[src/rtl/musicbox_mode_controller.sv]
// Music box mode controller: button edge detection, IDLE/SONG0/SONG1/RECORD/PLAYBACK
// mode FSM, 1 ms timebase with per-mode elapsed counter, recording length capture
// and a registered lowest-key priority encoder for the tone generator.
// Optional build macro KEY_LOCKOUT_EN: when defined, key_valid is suppressed in
// SONG0, SONG1 and PLAYBACK so live keys never mix with automatic playback.
module musicbox_mode_controller #(
   parameter int unsigned CLOCKS_PER_MS = 50000,
   parameter int unsigned RECORD_MAX_MS = 10000,
   parameter int unsigned MS_WIDTH      = 14
) (
   input  logic                clock_50Mhz,
   input  logic                reset,
   input  logic [5:0]          musicKeys_s,
   input  logic                playSong0_s,
   input  logic                playSong1_s,
   input  logic                makeRecording_s,
   input  logic                playRecording_s,
   input  logic                song_done,
   output logic [2:0]          mode,
   output logic                song_start,
   output logic                record_enable,
   output logic                playback_enable,
   output logic [MS_WIDTH-1:0] elapsed_ms,
   output logic [MS_WIDTH-1:0] recorded_length_ms,
   output logic [2:0]          key_index,
   output logic                key_valid
);

   localparam int unsigned PRE_W = (CLOCKS_PER_MS > 1) ? $clog2(CLOCKS_PER_MS) : 1;

   typedef enum logic [2:0] {
      MODE_IDLE     = 3'd0,
      MODE_SONG0    = 3'd1,
      MODE_SONG1    = 3'd2,
      MODE_RECORD   = 3'd3,
      MODE_PLAYBACK = 3'd4
   } mode_e;

   // Button bit order: 0 PlaySong0, 1 PlaySong1, 2 MakeRecording, 3 PlayRecording
   logic [3:0]          btn_s;
   logic [3:0]          btn_prev_q;
   logic [3:0]          rise;

   mode_e               mode_q, mode_d;
   logic [MS_WIDTH-1:0] rec_len_q, rec_len_d;
   logic [MS_WIDTH-1:0] elapsed_q;
   logic [PRE_W-1:0]    presc_q;
   logic                song_start_q;
   logic                wrap;
   logic                mode_change;
   logic [2:0]          key_low;
   logic [2:0]          key_index_q;
   logic                key_valid_q;

   assign btn_s       = {playRecording_s, makeRecording_s, playSong1_s, playSong0_s};
   assign rise        = btn_s & ~btn_prev_q;
   assign wrap        = (presc_q == PRE_W'(CLOCKS_PER_MS - 1));
   assign mode_change = (mode_d != mode_q);

   // Previous-value registers reset high so a button held through reset never fires
   always_ff @(posedge clock_50Mhz or posedge reset) begin
      if (reset) btn_prev_q <= 4'b1111;
      else       btn_prev_q <= btn_s;
   end

   // Next mode and captured recording length
   always_comb begin
      mode_d    = mode_q;
      rec_len_d = rec_len_q;
      case (mode_q)
         MODE_IDLE: begin
            if (rise[0])                                  mode_d = MODE_SONG0;
            else if (rise[1])                             mode_d = MODE_SONG1;
            else if (rise[2])                             mode_d = MODE_RECORD;
            else if (rise[3] && (rec_len_q != '0))        mode_d = MODE_PLAYBACK;
         end
         MODE_SONG0: if (song_done || rise[0]) mode_d = MODE_IDLE;
         MODE_SONG1: if (song_done || rise[1]) mode_d = MODE_IDLE;
         MODE_RECORD: begin
            if (rise[2]) begin
               mode_d    = MODE_IDLE;
               rec_len_d = elapsed_q;
            end else if (elapsed_q >= MS_WIDTH'(RECORD_MAX_MS)) begin
               mode_d    = MODE_IDLE;
               rec_len_d = MS_WIDTH'(RECORD_MAX_MS);
            end
         end
         MODE_PLAYBACK: if ((elapsed_q == rec_len_q) || rise[3]) mode_d = MODE_IDLE;
         default: mode_d = MODE_IDLE;
      endcase
   end

   // Mode register, song-start pulse and timebase (cleared on every mode entry)
   always_ff @(posedge clock_50Mhz or posedge reset) begin
      if (reset) begin
         mode_q       <= MODE_IDLE;
         rec_len_q    <= '0;
         song_start_q <= 1'b0;
         presc_q      <= '0;
         elapsed_q    <= '0;
      end else begin
         mode_q       <= mode_d;
         rec_len_q    <= rec_len_d;
         song_start_q <= mode_change && ((mode_d == MODE_SONG0) || (mode_d == MODE_SONG1));
         if (mode_change) begin
            presc_q   <= '0;
            elapsed_q <= '0;
         end else if (wrap) begin
            presc_q <= '0;
            if (elapsed_q != {MS_WIDTH{1'b1}}) elapsed_q <= elapsed_q + MS_WIDTH'(1);
         end else begin
            presc_q <= presc_q + PRE_W'(1);
         end
      end
   end

   // Lowest pressed key wins
   always_comb begin
      key_low = 3'd0;
      for (int i = 5; i >= 0; i--) begin
         if (musicKeys_s[i]) key_low = 3'(i);
      end
   end

   // Registered key selection; index holds when no key is pressed
   always_ff @(posedge clock_50Mhz or posedge reset) begin
      if (reset) begin
         key_index_q <= 3'd0;
         key_valid_q <= 1'b0;
      end else if (musicKeys_s != 6'd0) begin
         key_index_q <= key_low;
`ifdef KEY_LOCKOUT_EN
         key_valid_q <= !((mode_q == MODE_SONG0) || (mode_q == MODE_SONG1) ||
                          (mode_q == MODE_PLAYBACK));
`else
         key_valid_q <= 1'b1;
`endif
      end else begin
         key_valid_q <= 1'b0;
      end
   end

   assign mode               = mode_q;
   assign song_start         = song_start_q;
   assign record_enable      = (mode_q == MODE_RECORD);
   assign playback_enable    = (mode_q == MODE_PLAYBACK);
   assign elapsed_ms         = elapsed_q;
   assign recorded_length_ms = rec_len_q;
   assign key_index          = key_index_q;
   assign key_valid          = key_valid_q;

endmodule

[config.mk]
export PLATFORM = sky130hd
export DESIGN_NAME = musicbox_mode_controller
export DESIGN_NICKNAME = d
export VERILOG_FILES = /design/src/rtl/musicbox_mode_controller.sv
export SDC_FILE = /design/constraint.sdc
export NUM_CORES = 1
export LEC_CHECK = 0
export ABC_AREA = 1
export BUFFER_PORTS_ARGS = -buffer_cell sky130_fd_sc_hd__buf_2
export CAP_MARGIN = 10
export CORE_MARGIN = 2
export CORE_UTILIZATION = 60
export DETAILED_ROUTE_END_ITERATION = 6
export MAX_ROUTING_LAYER = met4
export PLACE_DENSITY = 0.93
export SETUP_SLACK_MARGIN = 0.3
export SLEW_MARGIN = 30
export SYNTH_ARGS = -nofsm -noshare
export SYNTH_HDL_FRONTEND = slang
export SYNTH_SLANG_ARGS = --single-unit
[constraint.sdc]
create_clock -name clock_50Mhz -period 4.5 [get_ports clock_50Mhz]
set_clock_uncertainty 0.2 [all_clocks]
set_input_delay 0.45 -clock clock_50Mhz [delete_from_list [all_inputs] [get_ports clock_50Mhz]]
set_output_delay 0.45 -clock clock_50Mhz [all_outputs]
set_load 0.005 [all_outputs]
==> metrics.yaml <==
power:
  cellPowerDensity_mw_per_mm2: 370.3
  irDropWorstVdd_mv: 0.2357
  leakagePower_nw: 1.899
  design_power_total_mw: 1.410
clock_network:
  clock-sinks: 56
  cts_buffers: 5
  cts_root_buf: "clkbuf_8"
  insertion_delay_ps: 320
  cts_resized: 0
  cts_tree: "built"
  clk_path_buf_depth: 2
  htreeDepth: 2
  clk_pin_slew_ps: 100
layout:
  multi_input_area_mm2: 0.001652
  mostFrequentLayoutCell: "nand2_1"
  regArea_mm2: 0.001406
  stdcell_count: 584
  layout-drive-gt1-share: 0.2422
  stdcell_area_mm2: 0.003809
  n_fill_cell: 447
  final_cell_mix: "nand2_1 (121), inv_1 (63), dfrtp_1 (52), buf_2 (50), nor2_1 (47)"
  fin_nets: 527
  diodes: 0
  syn_to_final_growth_pct: 11.95
logic_synthesis:
  synthCells: 461
  ys_seq_elements: 56
  synth_nets: 477
  seq_area_frac_synth: 0.4134
  yosysTopAreaCell: "dfrtp_1"
  synthArstFlopShare: 1.000
  synth_area_mm2: 0.003402
  synth_cell_types: 33
  synth_edf_count: 0
  syn_area_per_cell_um2: 7.380
  synth_flop_cell: "dfrtp_1"
  synthTopCellsByArea: "dfrtp_1 (38%), nand2_1 (13%), inv_1 (7.1%), nor2_2 (6.4%), nor2_1 (5.2%)"
  synth_top_cell_area_share: 0.3825
  synth-warning-count: 0
route:
  first_iter_violations: 162
  first_pass_iters: 4
  via_per_inst: 5.281
  wl_um: 7635
  vias: 3084
  drc: 0
  wl_per_cell_um: 13.07
  ant_nets: 0
hold_path:
  min_path_cells: 1
  hp-class: "in -> reg"
  worstHoldStart: "playSong0_s"
  holdPathEnd: "btn_prev_q[0]$_DFF_PP1_"
sta:
  hold_violations: 0
  min_period_ps: 2647
  rsz0062_at_grt: "no"
  fmax_mhz: 377.8
  setup_tns_ps: 0
  max_slew_margin: 0.3856
  worst-slew-pin-transition_ps: 918.3
  slew_violations: 0
  finalSetupViolCount: 0
  post-route-period-util: 0.5882
floorplanning:
  die_x_um: 79.30
  core_area_mm2: 0.005507
  start_util: 0.6178
  dieArea_mm2: 0.006288
  ioPinCount: 51
  rows: 27
  dieHeight_um: 79.30
place:
  placed_cells: 575
  dp_hpwl_um: 5681
  port_buffers: 50
  dpl_cell_area_mm2: 0.003672
  gp_congestion: 0.9550
setup_path:
  cp_max_fo: 30
  cp.required_ps: 4470
  ff2ff_path_depth: 10
  critical_path_arrival_ps: 2620
  r2r_start: "btn_prev_q[2]$_DFF_PP1_"
  cp-start-kind: "flop"
  critPathKind: "reg -> reg"
  r2r_slack_ps: 1850
  end_kind: "flop"
  r2r_end: "elapsed_ms[4]$_DFFE_PP0P_"
global_route:
  grt_max_degree: 44
  grt_overflow: 0
  use_met3: 0.05000
  grt_antenna_before_repair: 0
  grt_most_used_layer: "met2"
  grtUsageMet1: 0.3067
  grt_pass1_vias: 2939
  grtUsageTotal: 0.2682
  grt_pass1_wl_um: 12940
  gr-usage-met2: 0.4678
flow_run:
  cap_violations: 0
run_status:
  outcome: "finished clean"
-- layer usage --
metal	wire, um	share of wire
met3	399	0.052
met2	3882	0.51
met4	210	0.028
met1	3144	0.41
met5	0	0
-- cells in the mapped netlist, types with 4 or more instances --
cell type,n
buf_6,4
nand2_2,5
dfrtp_1,52
nand4_1,10
dfstp_2,4
nor2_1,47
o21ai_0,26
nand2_1,121
nor3_1,7
inv_1,64
inv_2,7
nor2_2,35
nand3_1,33
xor2_1,13
-- cell type report --
cell class | count | area share
multi-input combinational | 325 | 0.4336
sequential | 56 | 0.3693
timing repair buffer | 52 | 0.07030
inverter | 71 | 0.06997
clock buffer | 7 | 0.02530
tap | 72 | 0.02365
clock inverter | 1 | 0.007884
-- kinds of logic after synthesis --
group           count (synthesis)  share of synthesized area
compound gates                 35                    0.06068
fa+ha+maj                       3                    0.01103
flops                          56                     0.4134
buf+inv                        80                     0.1011
xor+xnor                       15                    0.03862
simple gates                  272                     0.3751
-- critical path, stage by stage, from the launching register on --
cell     delay (ps)
dfstp_2         380
nor2_2          410
inv_2           150
nand2_1         140
nand2_4          90
nand2_2          70
nand2_1          50
o21ai_1         190
nor2_2           70
nand2_2         670
nor2_1           90
-- metrics by stage --
step	hold WS, ps	setup WS [ps]	utilization
floorplan	254.5	2485	-
global placement	203.3	1790	0.6669
detailed placement	206.4	1648	0.6669
CTS	23.05	1842	0.6917
global route	14.89	1658	0.6917
finish	25.39	1853	0.6917
-- flip-flops by register name, summed over array words and instances, names as in the netlist --
signal and cells:
btn_prev_q 4, elapsed_ms 14, key_index 3, key_valid 1, mode 3, presc_q 16
recorded_length_ms 14, song_start 1
-- worst max-delay path by stage --
stage                                        from                        end  slack (ps)  depth (start not counted)
final                     btn_prev_q[2]$_DFF_PP1_  elapsed_ms[4]$_DFFE_PP0P_        1850                         10
after detailed placement          makeRecording_s  elapsed_ms[4]$_DFFE_PP0P_        1650                         12
after CTS                 btn_prev_q[2]$_DFF_PP1_  elapsed_ms[4]$_DFFE_PP0P_        1840                         10
after global placement            makeRecording_s  elapsed_ms[4]$_DFFE_PP0P_        1790                         12
after floorplan                             reset  elapsed_ms[0]$_DFFE_PP0P_        2490                          1
after global routing      btn_prev_q[2]$_DFF_PP1_  elapsed_ms[4]$_DFFE_PP0P_        1660                         10
-- power breakdown --
group          internal (mW)  switching [mW]
Sequential             0.549          0.0437
Clock                  0.197           0.168
Combinational          0.137           0.316
Total                  0.883           0.528
-- repair_timing --
item                                   CTS  global route
buffers inserted                         0             0
endpoints found under the hold margin   13             0
hold buffers                             1             0
No activity file was read; power rests on OpenSTA's default activity.
